$ cat config.mk
export PLATFORM = sky130hd
export DESIGN_NAME = sync_fifo_ctl
export DESIGN_NICKNAME = d
export VERILOG_FILES = /design/src/rtl/sync_fifo_pkg.sv /design/src/rtl/sync_fifo_mem.sv /design/src/rtl/sync_fifo_ctl.sv
export SDC_FILE = /design/constraint.sdc
export NUM_CORES = 1
export LEC_CHECK = 0
export BUFFER_PORTS_ARGS = -buffer_cell sky130_fd_sc_hd__buf_4
export CORE_ASPECT_RATIO = 1.1
export CORE_MARGIN = 5
export CORE_UTILIZATION = 61
export CTS_CLUSTER_SIZE = 28
export DETAILED_ROUTE_END_ITERATION = 16
export HOLD_SLACK_MARGIN = 0.12
export PLACE_DENSITY = 0.81
export SLEW_MARGIN = 0
export SYNTH_ARGS = -nofsm -noshare
export SYNTH_HDL_FRONTEND = slang
export SYNTH_HIERARCHICAL = 1
export SYNTH_SLANG_ARGS = --single-unit
$ cat constraint.sdc
create_clock -name clk -period 3.73 [get_ports clk]
set_clock_uncertainty 0.2 [all_clocks]
set_input_delay 0.746 -clock clk [delete_from_list [all_inputs] [get_ports clk]]
set_output_delay 0.746 -clock clk [all_outputs]
set_load 0.02 [all_outputs]
$ cat src/rtl/sync_fifo_pkg.sv
// Shared constants for the single-clock FIFO.
//   fifo_depth()   : number of entries for a given address width
//   DEF_*          : defaults used by the UART TX/RX buffer instances
package sync_fifo_pkg;

  localparam int DEF_DATASIZE  = 8;
  localparam int DEF_ADDRSIZE  = 4;
  localparam int DEF_AFULL_TH  = 12;
  localparam int DEF_AEMPTY_TH = 2;

  localparam int DEPTH = 1 << DEF_ADDRSIZE;
  localparam int PTRW  = DEF_ADDRSIZE + 1;

  function automatic int fifo_depth(input int addrsize);
    return 1 << addrsize;
  endfunction

endpackage

$ cat src/rtl/sync_fifo_mem.sv
// Simple dual-port storage array: one clocked write port, one asynchronous
// read port. It has no reset, so contents survive reset.
//   clk      : write clock
//   i_we     : write enable
//   i_waddr  : write address
//   i_wdata  : write data
//   i_raddr  : read address
//   o_rdata  : read data (combinational)
module sync_fifo_mem
  import sync_fifo_pkg::*;
#(
  parameter int DATASIZE = DEF_DATASIZE,
  parameter int ADDRSIZE = DEF_ADDRSIZE
) (
  input  logic                clk,
  input  logic                i_we,
  input  logic [ADDRSIZE-1:0] i_waddr,
  input  logic [DATASIZE-1:0] i_wdata,
  input  logic [ADDRSIZE-1:0] i_raddr,
  output logic [DATASIZE-1:0] o_rdata
);

  localparam int MDEPTH = fifo_depth(ADDRSIZE);

  logic [DATASIZE-1:0] r_mem [MDEPTH];

  always_ff @(posedge clk) begin
    if (i_we) r_mem[i_waddr] <= i_wdata;
  end

  assign o_rdata = r_mem[i_raddr];

endmodule

$ cat src/rtl/sync_fifo_ctl.sv
// Single-clock FIFO with level counter, almost-full/almost-empty thresholds,
// sticky overflow/underflow flags, synchronous flush and a choice of
// registered or first-word-fall-through read data.
//   clk, rst_n           : clock, asynchronous active-low reset
//   clr                  : synchronous flush (wins over winc/rinc)
//   winc, wdata          : write request and data
//   rinc, rdata          : read request/pop and data
//   wfull, rempty        : full / empty status
//   walmost_full         : level >= AFULL_TH
//   ralmost_empty        : level <= AEMPTY_TH
//   level                : stored word count, 0..DEPTH
//   overflow, underflow  : sticky error flags, cleared by clr or reset
module sync_fifo_ctl
  import sync_fifo_pkg::*;
#(
  parameter int DATASIZE  = DEF_DATASIZE,
  parameter int ADDRSIZE  = DEF_ADDRSIZE,
  parameter int AFULL_TH  = DEF_AFULL_TH,
  parameter int AEMPTY_TH = DEF_AEMPTY_TH,
  parameter int FWFT      = 0
) (
  input  logic                clk,
  input  logic                rst_n,
  input  logic                clr,
  input  logic                winc,
  input  logic [DATASIZE-1:0] wdata,
  input  logic                rinc,
  output logic [DATASIZE-1:0] rdata,
  output logic                wfull,
  output logic                rempty,
  output logic                walmost_full,
  output logic                ralmost_empty,
  output logic [ADDRSIZE:0]   level,
  output logic                overflow,
  output logic                underflow
);

  localparam int LDEPTH = fifo_depth(ADDRSIZE);
  localparam int LPTRW  = ADDRSIZE + 1;

  logic [LPTRW-1:0]    r_wptr, r_rptr, r_level;
  logic                r_overflow, r_underflow;
  logic                w_wr_acc, w_rd_acc, w_mem_we;
  logic [DATASIZE-1:0] w_mem_rdata;

  assign wfull  = (r_level == LPTRW'(LDEPTH));
  assign rempty = (r_level == '0);

  assign w_wr_acc = winc & ~wfull & ~clr;
  assign w_rd_acc = rinc & ~rempty & ~clr;
  // Gate with rst_n so a write in flight when reset falls never lands.
  assign w_mem_we = w_wr_acc & rst_n;

  always_ff @(posedge clk or negedge rst_n) begin
    if (!rst_n) begin
      r_wptr      <= '0;
      r_rptr      <= '0;
      r_level     <= '0;
      r_overflow  <= 1'b0;
      r_underflow <= 1'b0;
    end else if (clr) begin
      r_wptr      <= '0;
      r_rptr      <= '0;
      r_level     <= '0;
      r_overflow  <= 1'b0;
      r_underflow <= 1'b0;
    end else begin
      if (w_wr_acc) r_wptr <= r_wptr + 1'b1;
      if (w_rd_acc) r_rptr <= r_rptr + 1'b1;
      case ({w_wr_acc, w_rd_acc})
        2'b10:   r_level <= r_level + 1'b1;
        2'b01:   r_level <= r_level - 1'b1;
        default: r_level <= r_level;
      endcase
      if (winc & wfull)  r_overflow  <= 1'b1;
      if (rinc & rempty) r_underflow <= 1'b1;
    end
  end

  sync_fifo_mem #(
    .DATASIZE (DATASIZE),
    .ADDRSIZE (ADDRSIZE)
  ) u_mem (
    .clk     (clk),
    .i_we    (w_mem_we),
    .i_waddr (r_wptr[ADDRSIZE-1:0]),
    .i_wdata (wdata),
    .i_raddr (r_rptr[ADDRSIZE-1:0]),
    .o_rdata (w_mem_rdata)
  );

  generate
    if (FWFT == 0) begin : g_reg_read
      logic [DATASIZE-1:0] r_rdata;
      // Not cleared by clr: the last popped word stays visible.
      always_ff @(posedge clk or negedge rst_n) begin
        if (!rst_n)        r_rdata <= '0;
        else if (w_rd_acc) r_rdata <= w_mem_rdata;
      end
      assign rdata = r_rdata;
    end else begin : g_fwft_read
      // Head word is presented straight from the array; forced to zero
      // while empty so uninitialised storage never leaks out.
      assign rdata = rempty ? '0 : w_mem_rdata;
    end
  endgenerate

  assign level         = r_level;
  assign overflow      = r_overflow;
  assign underflow     = r_underflow;
  assign walmost_full  = (r_level >= LPTRW'(AFULL_TH));
  assign ralmost_empty = (r_level <= LPTRW'(AEMPTY_TH));

endmodule
* Word-level counts from Yosys, hierarchy flattened
Memory sizes are Yosys's and may differ from the RTL's. A register that Yosys moved wholly into a read port is not among the register bits. Index checks and enable logic that the tools add are counted.
Storage, ports and cells: register bits after elaboration 17, bits in writable memories 128, input port bits 13, output and inout port bits 19, logic and storage cells 44, memories 1
Memory list:
- u_mem.r_mem | words 16, width 8, read ports 1, clocked after memory_dff 1, wr ports 1, RTL line sync_fifo_mem.sv:25 | logic [DATASIZE-1:0] r_mem [MDEPTH];
Cells by class: $add $sub $neg 4, magnitude comparators 2, equality and inequality tests 3, muxes and demuxes 12, bitwise operators 10, reductions and logical operators 7
Operator list (count):
- $mux W5 | 5
- $add A5 B1 Y5 const B | 3
- $pmux W5 S2 | 1
- $reduce_bool A2 Y1 | 4
- $and A1 B1 Y1 | 7
- $mux W1 | 6
- $eq A5 B5 Y1 const B | 1
- $ge A5 B4 Y1 const B | 1
- $le A5 B2 Y1 const B | 1
- $logic_not A5 Y1 | 1
- $sub A5 B1 Y5 const B | 1
- $not A1 Y1 | 3
- $reduce_bool A3 Y1 | 1
- $eq A2 B1 Y1 const B | 1
- $eq A2 B2 Y1 const B | 1
- $logic_not A1 Y1 | 1

* Longest topological paths before layout
word-level depth 7, gate-level depth with buffers 10, mapped depth without buffers 9

* Hierarchy
The synthesis kept the hierarchy.
By module, submodules not included:
- sync_fifo_mem | instances 1, cells each 221, area each 4987.3 um2, seq. area each 3843.7 um2
- sync_fifo_ctl | instances 1, cells each 115, area each 1295.0 um2, seq. area each 575.6 um2

* Worst setup path before layout
No wires, ideal clock.
path kind input-to-reg, start input port winc, end memory u_mem/r_mem[0][0] in the netlist's numbering (enable), setup time 0.383 ns, arrival time 2.417 ns, required time 3.147 ns, path slack 0.730 ns, cell stages on the path 5, path buffers 0, cell sequence inv_1 > a21oi_2 > and3b_1 > or3b_2 > nor3_1
Between the ends: cells in the longest elaborated chain, start to end 5
RTL lines:
- from (decl) | RTL line sync_fifo_ctl.sv:25 | input logic winc,
- $and A1 B1 Y1 (2 in series) | RTL line sync_fifo_ctl.sv:49 | assign w_wr_acc = winc & ~wfull & ~clr;
- $and A1 B1 Y1 | RTL line sync_fifo_ctl.sv:52 | assign w_mem_we = w_wr_acc & rst_n;
- net w_mem_we | RTL line sync_fifo_ctl.sv:43 | logic w_wr_acc, w_rd_acc, w_mem_we;
- $mux W1 | RTL line sync_fifo_mem.sv:28 | if (i_we) r_mem[i_waddr] <= i_wdata;
- $mux W1 (not written as such) | RTL line sync_fifo_mem.sv:28
- to (decl) | RTL line sync_fifo_mem.sv:25
The timed path passes the listed nets, and every way through them passes these cells.

* Worst setup path in the final report
start input port rst_n, end memory u_mem/r_mem[3][1] in the netlist's numbering (enable)
Between the ends: cells in the longest elaborated chain, start to end 3
RTL lines:
- from (decl) | RTL line sync_fifo_ctl.sv:23 | input logic rst_n,
- $and A1 B1 Y1 | RTL line sync_fifo_ctl.sv:52
- net w_mem_we | RTL line sync_fifo_ctl.sv:43
- $mux W1 | RTL line sync_fifo_mem.sv:28
- $mux W1 (not written as such) | RTL line sync_fifo_mem.sv:28
The timed path passes the listed nets, and every way through them passes these cells.

==> flow_summary.json <==
{
  "clkSinkCount": 151,
  "grt.overflow.total": 0,
  "peakVddDrop_v": 0.0003788,
  "synth-edff-count": 128,
  "pin_count": 32,
  "area_growth_pct": 15.46,
  "cts_htree_levels": 4,
  "finalWeightedCongestion": 0.8238,
  "dr_total_vias": 3300,
  "final.min_clock_period_ns": 3.002,
  "route.top_layer_used": "met4",
  "grt_pass1_wl_mm": 19.34,
  "ys_top_cells_by_count": "128 x edfxtp_1, 26 x nor2_1, 23 x dfrtp_1, 18 x mux4_2, 16 x a22oi_1",
  "numCtsBuffers": 17,
  "dieArea_um2": 12430,
  "synth.most_common_cell": "edfxtp_1",
  "ff2ff_path_depth": 6,
  "total_power_w": 0.004827,
  "synthesis.nets": 353,
  "yosys-top-cells-area": "edfxtp_1 61%, dfrtp_1 9.2%, mux4_2 6.5%, mux4_1 5.9%, a22oi_1 1.9%",
  "dr_wl_met2_mm": 6.293,
  "layout-drive-gt1-share": 0.2620,
  "routed_via_density": 6.383,
  "num_rows": 38,
  "status": "completed",
  "startpoint_type": "primary input",
  "drt_wl_total_mm": 12.23,
  "hold_depth": 1,
  "clk_pin_slew_ns": 0.06,
  "die-width_um": 106.8,
  "ys_async_sr_fraction": 0.1523,
  "initial_core_util": 0.6292,
  "finalCritPeriodShare": 0.8048,
  "drtAntennaViolNets": 0,
  "core_um2": 9985,
  "cts_setup_buffers": 0,
  "drt_first_pass_iters": 5,
  "critPathArrivalTime_ns": 2.96,
  "layoutNonFillerInstCount": 517,
  "fp.dieH_um": 116.4,
  "hold_path_class": "reg -> reg",
  "nNetsFinal": 401,
  "drc": 0,
  "cts.root.buffer_cell": "clkbuf_8",
  "max_freq_mhz": 333.1,
  "worstSetupPathType": "in -> reg",
  "wire_per_inst_um": 23.65,
  "wl_met3_um": 865,
  "synth_top_cell_area_share": 0.6118,
  "report.final.slew_viol_count": 0,
  "placedCellCount": 484,
  "n_antenna_cell": 0,
  "wl_met1_mm": 4.843,
  "maxCapViolations": 0,
  "hold_violations": 0,
  "finalSetupTns_ns": 0,
  "dp.final_hpwl_mm": 7.690,
  "ys_ff_latch": 151,
  "grt_usage": 0.2173,
  "required_ns": 3.68,
  "setup_viol": 0,
  "grt_pass1_vias": 3429,
  "grt_max_degree": 36,
  "antenna_found_initial": 0,
  "clk_path_buf_depth": 2,
  "rsz0062_at_grt": "false",
  "ys_types": 52,
  "tightestPinTransition_ns": 0.8368,
  "ys.flop_type": "edfxtp_1",
  "portBuffers": 31,
  "synth_top_cell_by_area": "edfxtp_1",
  "synth_area_per_cell_um2": 18.70,
  "synthCells": 336,
  "maxSlewHeadroom": 0.4401,
  "ctsResizeCount": 0,
  "cts_tree": "yes",
  "cp_max_fo": 24,
  "clock_latency_ns": 0.52,
  "cp-end-kind": "flop",
  "leakage_nw": 2.549,
  "ys_warn_count": 6,
  "first_iter_violations": 250,
  "netlist_area_um2": 6282,
  "p_per_area_nw_per_um2": 665.5,
  "synth-seq-area-share": 0.7034
}
-- registers in the layout, indices dropped and copies added (netlist names) --
signal	cells
u_mem/r_mem	128
rdata	8
level	5
r_rptr	4
r_wptr	4
overflow	1
underflow	1
-- path summary, 6_finish.rpt --
path                           from                end  slack, ns
max reg2reg                level[2]  u_mem/r_mem[3][1]       0.77
min                        rdata[7]           rdata[7]       0.29
max in group asynchronous     rst_n          r_rptr[0]       2.63
min in group asynchronous     rst_n           rdata[3]       0.46
min reg2reg                rdata[7]           rdata[7]       0.29
max                           rst_n  u_mem/r_mem[3][1]       0.73
-- worst max-delay path: stages --
cell	delay (ns)
dlygate4sd3_1	0.53
buf_4	0.29
and3b_1	0.27
or3b_2	0.52
nor2_1	0.58
-- layer usage --
metal / vias to the layer above / GRT usage
met5: - / 0
li1: 1457 / -
met1: 1679 / 0.2732
met2: 139 / 0.3564
met3: 25 / 0.06633
met4: 0 / 0.09292
-- per-stage QoR --
step / utilization / instance area (um2) / hold slack, ns / setup slack [ns]
after CTS: 0.7264 / 7253 / 0.2964 / 0.7232
after detailed placement: 0.6632 / 6621 / 0.2828 / 0.5895
after floorplan: - / 6282 / 0.2504 / 0.7296
final: 0.7264 / 7253 / 0.2894 / 0.7279
after global placement: 0.6632 / 6621 / 0.2769 / 0.7176
after global routing: 0.7264 / 7253 / 0.3154 / 0.5917
-- power breakdown --
part | leakage, nW | internal [W] | switching (W) | total, W
Sequential | 1.45 | 0.00192 | 0.000131 | 0.00205
Combinational | 0.803 | 0.000466 | 0.000516 | 0.000983
Clock | 0.298 | 0.00114 | 0.000649 | 0.00179
-- logic make-up after synthesis --
group                    Yosys count  synth area share
XOR/XNOR                          10           0.01394
adder cells (fa/ha/maj)            4          0.007967
flip-flops                       151            0.7034
AND/OR/NAND/NOR                   71           0.06115
multiplexers                      46            0.1486
buffers and inverters             19           0.02450
AO/OA/AOI/OAI                     35           0.04043
-- layout make-up --
cell class,count,area [um2]
flip-flops and latches,151,4420
fillers,585,2731
multi-input cells,166,1709
clock buffers,17,414.1
repair buffers,45,340.3
clock inverters,15,207.7
well taps,120,150.1
inverters,3,11.26
-- placed cells by master, fill, tap and decap left out, types with 2 or more instances in the layout --
master	n
edfxtp_1	128
buf_4	44
nor2_1	26
dfrtp_1	22
mux4_2	18
clkbuf_16	16
a22oi_1	16
mux4_1	14
nand2_1	13
mux2_1	8
xor2_1	7
nor3_1	6
a21oi_1	6
bufinv_16	5
mux2i_1	4
ha_1	4
clkinv_1	4
inv_1	3
xnor2_1	3
nand2b_1	3
a31oi_1	3
mux2_4	2
nand3_1	2
nor2b_1	2
nand4_1	2
clkinvlp_4	2
clkinv_2	2
nand3b_1	2
-- repair_timing --
action                                  4_1_cts  5_1_grt
hold buffers                                  1        0
hold endpoints to repair                     23        0
endpoints found under the setup margin        0        0
(Power assumes the default switching activity.)
